===== src/rtl/mem_port_arbiter.sv =====
// mem_port_arbiter
// Shares one single-ported 32-bit memory between instruction fetch (I) and the
// data memory controller (D). The winning request is registered onto the
// memory port; the memory's Ready/ReadData are routed back to the owner.
// Data traffic is preferred, but fetch is forced through after a bounded run
// of data grants. A hung access is aborted with a one-cycle bus-error pulse.

module mem_port_arbiter #(
  parameter int MAX_DATA_CONSEC = 4,   // D grants allowed back to back while I waits (>=1)
  parameter int TIMEOUT_CYCLES  = 255  // BUSY cycles without M_Ready before abort; 0 disables
) (
  input  logic        clock,
  input  logic        reset,

  // Instruction fetch requester
  input  logic [31:0] I_Address,
  input  logic        I_ReadEnable,
  output logic [31:0] I_ReadData,
  output logic        I_Ready,

  // Data controller requester
  input  logic [31:0] D_Address,
  input  logic [31:0] D_WriteData,
  input  logic [3:0]  D_WriteEnable,
  input  logic        D_ReadEnable,
  output logic [31:0] D_ReadData,
  output logic        D_Ready,

  // Memory port
  output logic [31:0] M_Address,
  output logic [31:0] M_WriteData,
  output logic [3:0]  M_WriteEnable,
  output logic        M_ReadEnable,
  input  logic [31:0] M_ReadData,
  input  logic        M_Ready,

  // Status
  output logic        Bus_Error,
  output logic        Grant_D
);

  // Port ownership states
  localparam logic [1:0] IDLE   = 2'd0;
  localparam logic [1:0] BUSY_I = 2'd1;
  localparam logic [1:0] BUSY_D = 2'd2;

  // Counter widths: consec_d must reach MAX_DATA_CONSEC, the timeout counter
  // only ever needs to reach TIMEOUT_CYCLES-1.
  localparam int CW = $clog2(MAX_DATA_CONSEC + 1);
  localparam int TW = (TIMEOUT_CYCLES < 2) ? 1 : $clog2(TIMEOUT_CYCLES);

  localparam logic [CW-1:0] CONSEC_MAX = CW'(MAX_DATA_CONSEC);
  localparam logic [TW-1:0] TMO_LAST   =
    TW'((TIMEOUT_CYCLES > 0) ? (TIMEOUT_CYCLES - 1) : 0);
  localparam logic          TMO_EN     = (TIMEOUT_CYCLES > 0);

  logic [1:0]    state;
  logic [CW-1:0] consec_d;
  logic [TW-1:0] tmo_cnt;

  logic i_pend;
  logic d_pend;
  logic busy;
  logic grant_i;
  logic grant_d;
  logic timeout_hit;
  logic complete;

  // A requester is pending while it holds any enable; writes count as D requests.
  assign i_pend = I_ReadEnable;
  assign d_pend = D_ReadEnable | (|D_WriteEnable);

  assign busy = (state == BUSY_I) || (state == BUSY_D);

  // Abort on the last allowed BUSY cycle; a real M_Ready that same cycle wins.
  assign timeout_hit = TMO_EN && busy && !M_Ready && (tmo_cnt == TMO_LAST);
  assign complete    = busy && (M_Ready || timeout_hit);

  // Arbitration, evaluated only while the port is free.
  always_comb begin
    // NOTE: every signal assigned here gets a default first, so no path can
    // leave one unassigned and infer a latch.
    grant_i = 1'b0;
    grant_d = 1'b0;
    if (state == IDLE) begin
      if (d_pend && !(i_pend && (consec_d >= CONSEC_MAX))) begin
        grant_d = 1'b1;
      end else if (i_pend) begin
        grant_i = 1'b1;
      end
    end
  end

  // Completion and read data go straight back to the owner in the same cycle.
  assign I_Ready    = (state == BUSY_I) && complete;
  assign D_Ready    = (state == BUSY_D) && complete;
  assign Bus_Error  = timeout_hit;
  assign Grant_D    = (state == BUSY_D);
  assign I_ReadData = M_ReadData;
  assign D_ReadData = M_ReadData;

  // Ownership FSM: IDLE -> BUSY_x on a grant, back to IDLE on completion or abort.
  always_ff @(posedge clock) begin
    // NOTE: registers use non-blocking assignments so every flop in the
    // design samples pre-edge values, independent of block ordering.
    if (reset) begin
      state <= IDLE;
    end else begin
      case (state)
        IDLE: begin
          if (grant_d) begin
            state <= BUSY_D;
          end else if (grant_i) begin
            state <= BUSY_I;
          end
        end
        BUSY_I, BUSY_D: begin
          if (complete) begin
            state <= IDLE;
          end
        end
        default: state <= IDLE;
      endcase
    end
  end

  // Run length of D grants taken while I was waiting; saturates at the limit.
  always_ff @(posedge clock) begin
    if (reset) begin
      consec_d <= '0;
    end else if (grant_d) begin
      if (!i_pend) begin
        consec_d <= '0;
      end else if (consec_d < CONSEC_MAX) begin
        consec_d <= consec_d + CW'(1);
      end
    end else if (grant_i) begin
      consec_d <= '0;
    end
  end

  // Hung-access watchdog: counts BUSY cycles that pass without M_Ready.
  always_ff @(posedge clock) begin
    if (reset) begin
      tmo_cnt <= '0;
    end else if (grant_d || grant_i) begin
      tmo_cnt <= '0;
    end else if (TMO_EN && busy && !M_Ready && !timeout_hit) begin
      tmo_cnt <= tmo_cnt + TW'(1);
    end
  end

  // Memory port registers: loaded on a grant, held through BUSY, enables
  // dropped on completion. Address and write data keep their last value.
  always_ff @(posedge clock) begin
    if (reset) begin
      M_Address     <= '0;
      M_WriteData   <= '0;
      M_WriteEnable <= '0;
      M_ReadEnable  <= 1'b0;
    end else if (grant_d) begin
      M_Address     <= D_Address;
      M_WriteData   <= D_WriteData;
      M_WriteEnable <= D_WriteEnable;
      M_ReadEnable  <= D_ReadEnable;
    end else if (grant_i) begin
      M_Address     <= I_Address;
      M_WriteData   <= '0;
      M_WriteEnable <= '0;
      M_ReadEnable  <= 1'b1;
    end else if (complete) begin
      M_WriteEnable <= '0;
      M_ReadEnable  <= 1'b0;
    end
  end

endmodule


===== config.mk =====
export PLATFORM = sky130hd
export DESIGN_NAME = mem_port_arbiter
export DESIGN_NICKNAME = d
export VERILOG_FILES = /design/src/rtl/mem_port_arbiter.sv
export SDC_FILE = /design/constraint.sdc
export NUM_CORES = 1
export LEC_CHECK = 0
export CAP_MARGIN = 20
export CORE_AREA = 2 2 108 110
export CTS_CLUSTER_SIZE = 28
export DETAILED_ROUTE_END_ITERATION = 12
export DIE_AREA = 0 0 110 112
export PLACE_DENSITY = 0.8
export SLEW_MARGIN = 20
export SYNTH_ARGS = -nofsm -noshare
export SYNTH_HDL_FRONTEND = slang
export SYNTH_SLANG_ARGS = --single-unit

===== constraint.sdc =====
create_clock -name clock -period 1.85 [get_ports clock]
set_input_delay 0.2775 -clock clock [delete_from_list [all_inputs] [get_ports clock]]
set_output_delay 0.2775 -clock clock [all_outputs]
set_load 0.1 [all_outputs]

# Yosys cells after proc, flatten, opt, wreduce, memory -nomap -nowiden
# Index checks and enable logic that the tools add are counted.
[op_classes]
add_sub_neg = 2
n_mul = 0
div = 0
order_cmp = 2
eq_ne = 6
shifts = 0
mux = 23
bitwise_logic = 1
reduce_logical = 22
[ops]
columns = ["operator", "n"]
rows = [
  ["2-to-1 mux 32 bit", 4],
  ["2-to-1 mux 3 bit", 4],
  ["2-to-1 mux 4 bit", 3],
  ["adder 8 x 1 -> 8 bit, second input constant", 1],
  ["== test 8 bit, second input constant", 1],
  ["logical AND 1 bit", 8],
  ["2-to-1 mux 1 bit", 8],
  ["2-to-1 mux 2 bit", 3],
  ["case mux 2 bit (2 select lines)", 1],
  ["AND reduction 2 bit", 2],
  ["OR reduction 2 bit", 2],
  ["OR reduction 4 bit", 1],
  ["adder 3 x 1 -> 3 bit, second input constant", 1],
  ["greater-or-equal comparator 3 bit, second input constant", 1],
  ["zero test 1 bit", 3],
  ["logical OR 1 bit", 3],
  ["< comparator 3 bit, second input constant", 1],
  ["inequality test 3 x 2 -> 1 bit, second input constant", 1],
  ["inequality test 3 bit, second input constant", 1],
  ["nonzero test 3 bit", 1],
  ["== test 2 x 1 -> 1 bit, second input constant", 1],
  ["== test 2 bit, second input constant", 1],
  ["zero test 2 bit", 1],
  ["inequality test 2 bit, second input constant", 1],
  ["2 further kinds", 2],
]
[word_totals]
register_bits = 82
latchBits = 0
ramBits = 0
mem_bits_ro = 0
output_inout_bits = 137
word_cells = 63
mem_count = 0

# Logic depth before layout (Yosys ltp)
[depth]
word_depth = 9
mapped_depth = 8
mapped_depth_nobuf = 6

# Least setup slack after synthesis
# Ideal clock, no wire load.
[synth_timing]
path_kind = "flip-flop to output port"
from = "reg tmo_cnt[0]"
to = "out Bus_Error"
arrival_time_ps = 3841
t_required_ps = 1572
path_slack_ps = -2268
path_stages_with_launch = 5
n_path_buf = 0
path_cell_list = "dfxtp_1 -> inv_1 -> ha_1 -> nand3_1 -> nor4b_1"
[synth_via]
elab_chain_len = 2
[synth_rtl]
columns = ["item", "line", "rtl"]
rows = [
  ["from (decl)", "59", "logic [TW-1:0] tmo_cnt;"],
  ["from (signal assigned)", "149", "tmo_cnt <= tmo_cnt + TW'(1);"],
  ["== test 8 bit", "76", "assign timeout_hit = TMO_EN && busy && !M_Ready && (tmo_cnt == TMO_LAST);"],
  ["logical AND 1 bit", "76", ""],
  ["to (decl)", "38", "output logic Bus_Error,"],
]
# Every way passes these cells.

# Worst setup path after layout
[layout_timing]
from = "reg state[0]"
to = "out I_Ready"
[layout_via]
elab_chain_len = 7
word_cells_on_any_way = 8
classes_between = "eq/ne (2); reduce/logical (6)"
[layout_rtl]
columns = ["item", "line", "rtl"]
rows = [
  ["from (decl)", "57", "logic [1:0] state;"],
  ["from (signal assigned)", "107", "state <= IDLE;"],
  ["from (signal assigned)", "112", "state <= BUSY_D;"],
  ["from (signal assigned)", "114", "state <= BUSY_I;"],
  ["== test 2 x 1 -> 1 bit / == test 2 bit (equally long branches)", "73, 95", ""],
  ["logical OR 1 bit", "73", "assign busy = (state == BUSY_I) || (state == BUSY_D);"],
  ["logical AND 1 bit (2 in series)", "76", ""],
  ["logical OR 1 bit", "77", "assign complete = busy && (M_Ready || timeout_hit);"],
  ["logical AND 1 bit", "77", ""],
  ["logical AND 1 bit (*)", "95", "assign I_Ready = (state == BUSY_I) && complete;"],
  ["to (decl)", "19", "output logic I_Ready,"],
]
# Mark *: on every way between the ends. The rest lies on a longest branch, timed or not.

==> flow_metrics.env <==
export IMPL_slew_headroom=0.7128
export IMPL_crit_end="I_Ready"
export IMPL_yosys_warnings=0
export IMPL_dp_slack_ps=-280.4
export IMPL_power_leakage_nw=2.400
export IMPL_cts_sinks=82
export IMPL_worstReg2RegStart="state[0]$_SDFFE_PP0P_"
export IMPL_ys_async_sr_fraction=0
export IMPL_cts_hold_buffers_added=0
export IMPL_synth_top_cell_area_share=0.4278
export IMPL_root_buffer="clkbuf_16"
export IMPL_vdd_drop_max_mv=0.6834
export IMPL_synthTopCellsByArea="dfxtp_1 43%, buf_4 13%, a22o_1 7.3%"
export IMPL_fmax_ghz=0.5120
export IMPL_grt_usage=0.1716
export IMPL_insertion_delay_ps=330
export IMPL_cp_start_kind="flip-flop"
export IMPL_nets=697
export IMPL_design_core_area_um2=11170
export IMPL_clk_pin_slew_ps=60
export IMPL_synthMuxAreaShare=0.002608
export IMPL_period_needed_ps=1953
export IMPL_synthSimpleGateAreaFrac=0.1219
export IMPL_synthXorXnorAreaFrac=0.01141
export IMPL_synth_compound_area_frac=0.2485
export IMPL_initial_core_util=0.3434
export IMPL_critPathKind="flip-flop to output pin"
export IMPL_drv_slew=0
export IMPL_crit_chain="inv_2 > ha_4 > and4_1 > a22oi_2 > nor2_4 > buf_12"
export IMPL_max_slew_worst_pin_slew_ps=430.8
export IMPL_dieArea_um2=12320
export IMPL_critical_path_buf_inv_count=2
export IMPL_cts_tree="yes"
export IMPL_cp_end_kind="output pin"
export IMPL_vias_per_cell=5.023
export IMPL_synth_common_cells="82 x dfxtp_1, 68 x buf_4, 47 x nor2_1"
export IMPL_netlist_area_um2=3837
export IMPL_final_hold_violation_count=0
export IMPL_r2r_cells=9
export IMPL_startpoint="state[0]$_SDFFE_PP0P_"
export IMPL_ys_seq_area_frac=0.4278
export IMPL_grt_antenna_before_repair=0
export IMPL_area_delta_synth_final_pct=51.19
export IMPL_crit_arrival_ps=1680
export IMPL_setup_ws_ps=-103.2
export IMPL_grt_pass1_vias=3466
export IMPL_maxCapViolCount=0
export IMPL_violations="negative setup slack"
export IMPL_die_w_um=110
export IMPL_drtPass1Iterations=5
export IMPL_cp_slowest_cell="dfxtp_2"
export IMPL_crit_fanout=3
export IMPL_ys_seq_elements=82
export IMPL_synthAdderAreaFrac=0.01956
export IMPL_synth_top_area_cell="dfxtp_1"
export IMPL_drc=0
export IMPL_drt_iter0_drc=230
export IMPL_critPathTopFamily="flip-flops"
export IMPL_hold_path_class="input port to flip-flop"
export IMPL_clock_path_buffers=2
export IMPL_avgSynthCellArea_um2=9.051
export IMPL_dp_hpwl_um=7933
export IMPL_io_buffers=177
export IMPL_die_y_um=112
export IMPL_ant_nets=0
export IMPL_setup_viol=2
export IMPL_yosysMostFrequentCell="dfxtp_1"
export IMPL_ios=274
export IMPL_fin_crit_sh=1.056
export IMPL_placed_area_um2=5349
export IMPL_cts_made_buffers=9
export IMPL_r2r_slack_ps=100
export IMPL_wirelength_um=11210
export IMPL_drive_above_1_share=0.2755
export IMPL_regToRegEndpoint="M_WriteEnable[2]$_SDFFE_PP0P_"
export IMPL_grt_pass1_wl_um=16750
export IMPL_final_area_um2=5802
export IMPL_cp_num_cells=6
export IMPL_htree_levels=3
export IMPL_synthesis_nets=567
export IMPL_slowest_delay_ps=330
export IMPL_grt_overflow=0
export IMPL_rows=39
export IMPL_rsz0062_at_grt="yes"
export IMPL_vias=3526
export IMPL_p_per_area_nw_per_um2=1215
export IMPL_status="finished with violations"
export IMPL_synth_cell_type_count=44
export IMPL_synth_main_ff_cell="dfxtp_1"
export IMPL_grt_max_degree=41
export IMPL_syn_inst=424
export IMPL_wl_per_cell_um=15.97
export IMPL_worstPathRequired_ps=1570
export IMPL_synth_edf_count=0
export IMPL_gp_congestion=0.8746
export IMPL_synth_top_family_by_area="compound AO/OA/AOI/OAI gates"
export IMPL_fin_worst_skew_ps=6.654
export IMPL_n_antenna_cell=0
==> kinds of logic (layout without fill, tap and decap cells) <==
logic type	Yosys count	in the layout
xor+xnor	5	5
compound gates	126	126
buf+inv	98	233
mux	1	1
fa+ha+maj	6	6
flops	82	82
simple gates	106	106
==> final cells by class <==
type / count / area, µm²
fill: 1027 / 5373
tap: 143 / 178.9
clock buffer: 11 / 242.7
multi-input combinational: 244 / 1643
sequential: 82 / 1652
timing repair buffer: 210 / 1982
inverter: 7 / 26.28
clock inverter: 5 / 77.57
==> through the flow <==
stage / std cells / utilization / TNS (ps) / power [W] / hold WS [ps]
5_1_grt: 702 / 0.5192 / -387.6 / 0.007338 / 296.6
3_3_place_gp: 675 / 0.4787 / -11550 / 0.005062 / 453.2
3_5_place_dp: 675 / 0.4787 / -13450 / 0.005097 / 458.4
4_1_cts: 697 / 0.5116 / -204.3 / 0.007043 / 271.2
2_1_floorplan: 424 / - / -153.4 / 0.004928 / 410.2
6_report: 702 / 0.5192 / -198.6 / 0.007050 / 291.4
==> layer usage <==
layer	up-vias	wire, µm	global-route usage
li1	1694	-	-
met1	1645	4585	0.1982
met2	156	5382	0.2875
met3	31	1063	0.06616
met4	0	182	0.05654
met5	-	0	0
==> state kept, by name, summed over array words and instances (netlist names) <==
register	count
tmo_cnt	8
M_Address	32
M_ReadEnable	1
M_WriteEnable	4
consec_d	3
state	2
M_WriteData	32
==> power breakdown <==
part | internal (W) | switching [W] | total [W]
sequential | 0.00199 | 0.000119 | 0.00210
clock | 0.00121 | 0.000686 | 0.00190
combinational | 0.000881 | 0.00216 | 0.00304
==> layout by cell type (no fill, tap or decap), types with 3 or more instances in the layout <==
cell	instances
clkdlybuf4s50_1	102
buf_4	95
dfxtp_1	74
nor2_1	44
nand2_1	38
a21oi_1	38
a22o_1	32
a211oi_1	29
clkbuf_16	11
buf_12	9
dfxtp_2	8
a32oi_1	5
inv_1	4
or4_1	4
xor2_1	4
a211oi_2	4
inv_2	3
ha_1	3
==> repair_timing <==
item,in CTS,in global routing
pin swaps,5,4
cloned,0,2
setup buffers,7,4
setup endpoints to repair,3,12
hold endpoints to repair,0,0
gates resized for setup,4,4
==> worst min-delay path by stage <==
| stage | slack [ps] | end | from | cells past startpoint |
|---|---|---|---|---|
| after floorplan | 410 | M_WriteData[0]$_SDFFE_PP0P_ | D_WriteData[0] | 1 |
| after global placement | 450 | consec_d[0]$_SDFFE_PP0P_ | consec_d[0]$_SDFFE_PP0P_ | 1 |
| after detailed placement | 460 | M_WriteData[25]$_SDFFE_PP0P_ | M_WriteData[25]$_SDFFE_PP0P_ | 1 |
| after CTS | 270 | M_WriteEnable[1]$_SDFFE_PP0P_ | reset | 2 |
| after global routing | 300 | M_WriteEnable[1]$_SDFFE_PP0P_ | reset | 2 |
| final | 290 | M_WriteEnable[1]$_SDFFE_PP0P_ | reset | 2 |
Power figures use the tool's default switching activity.
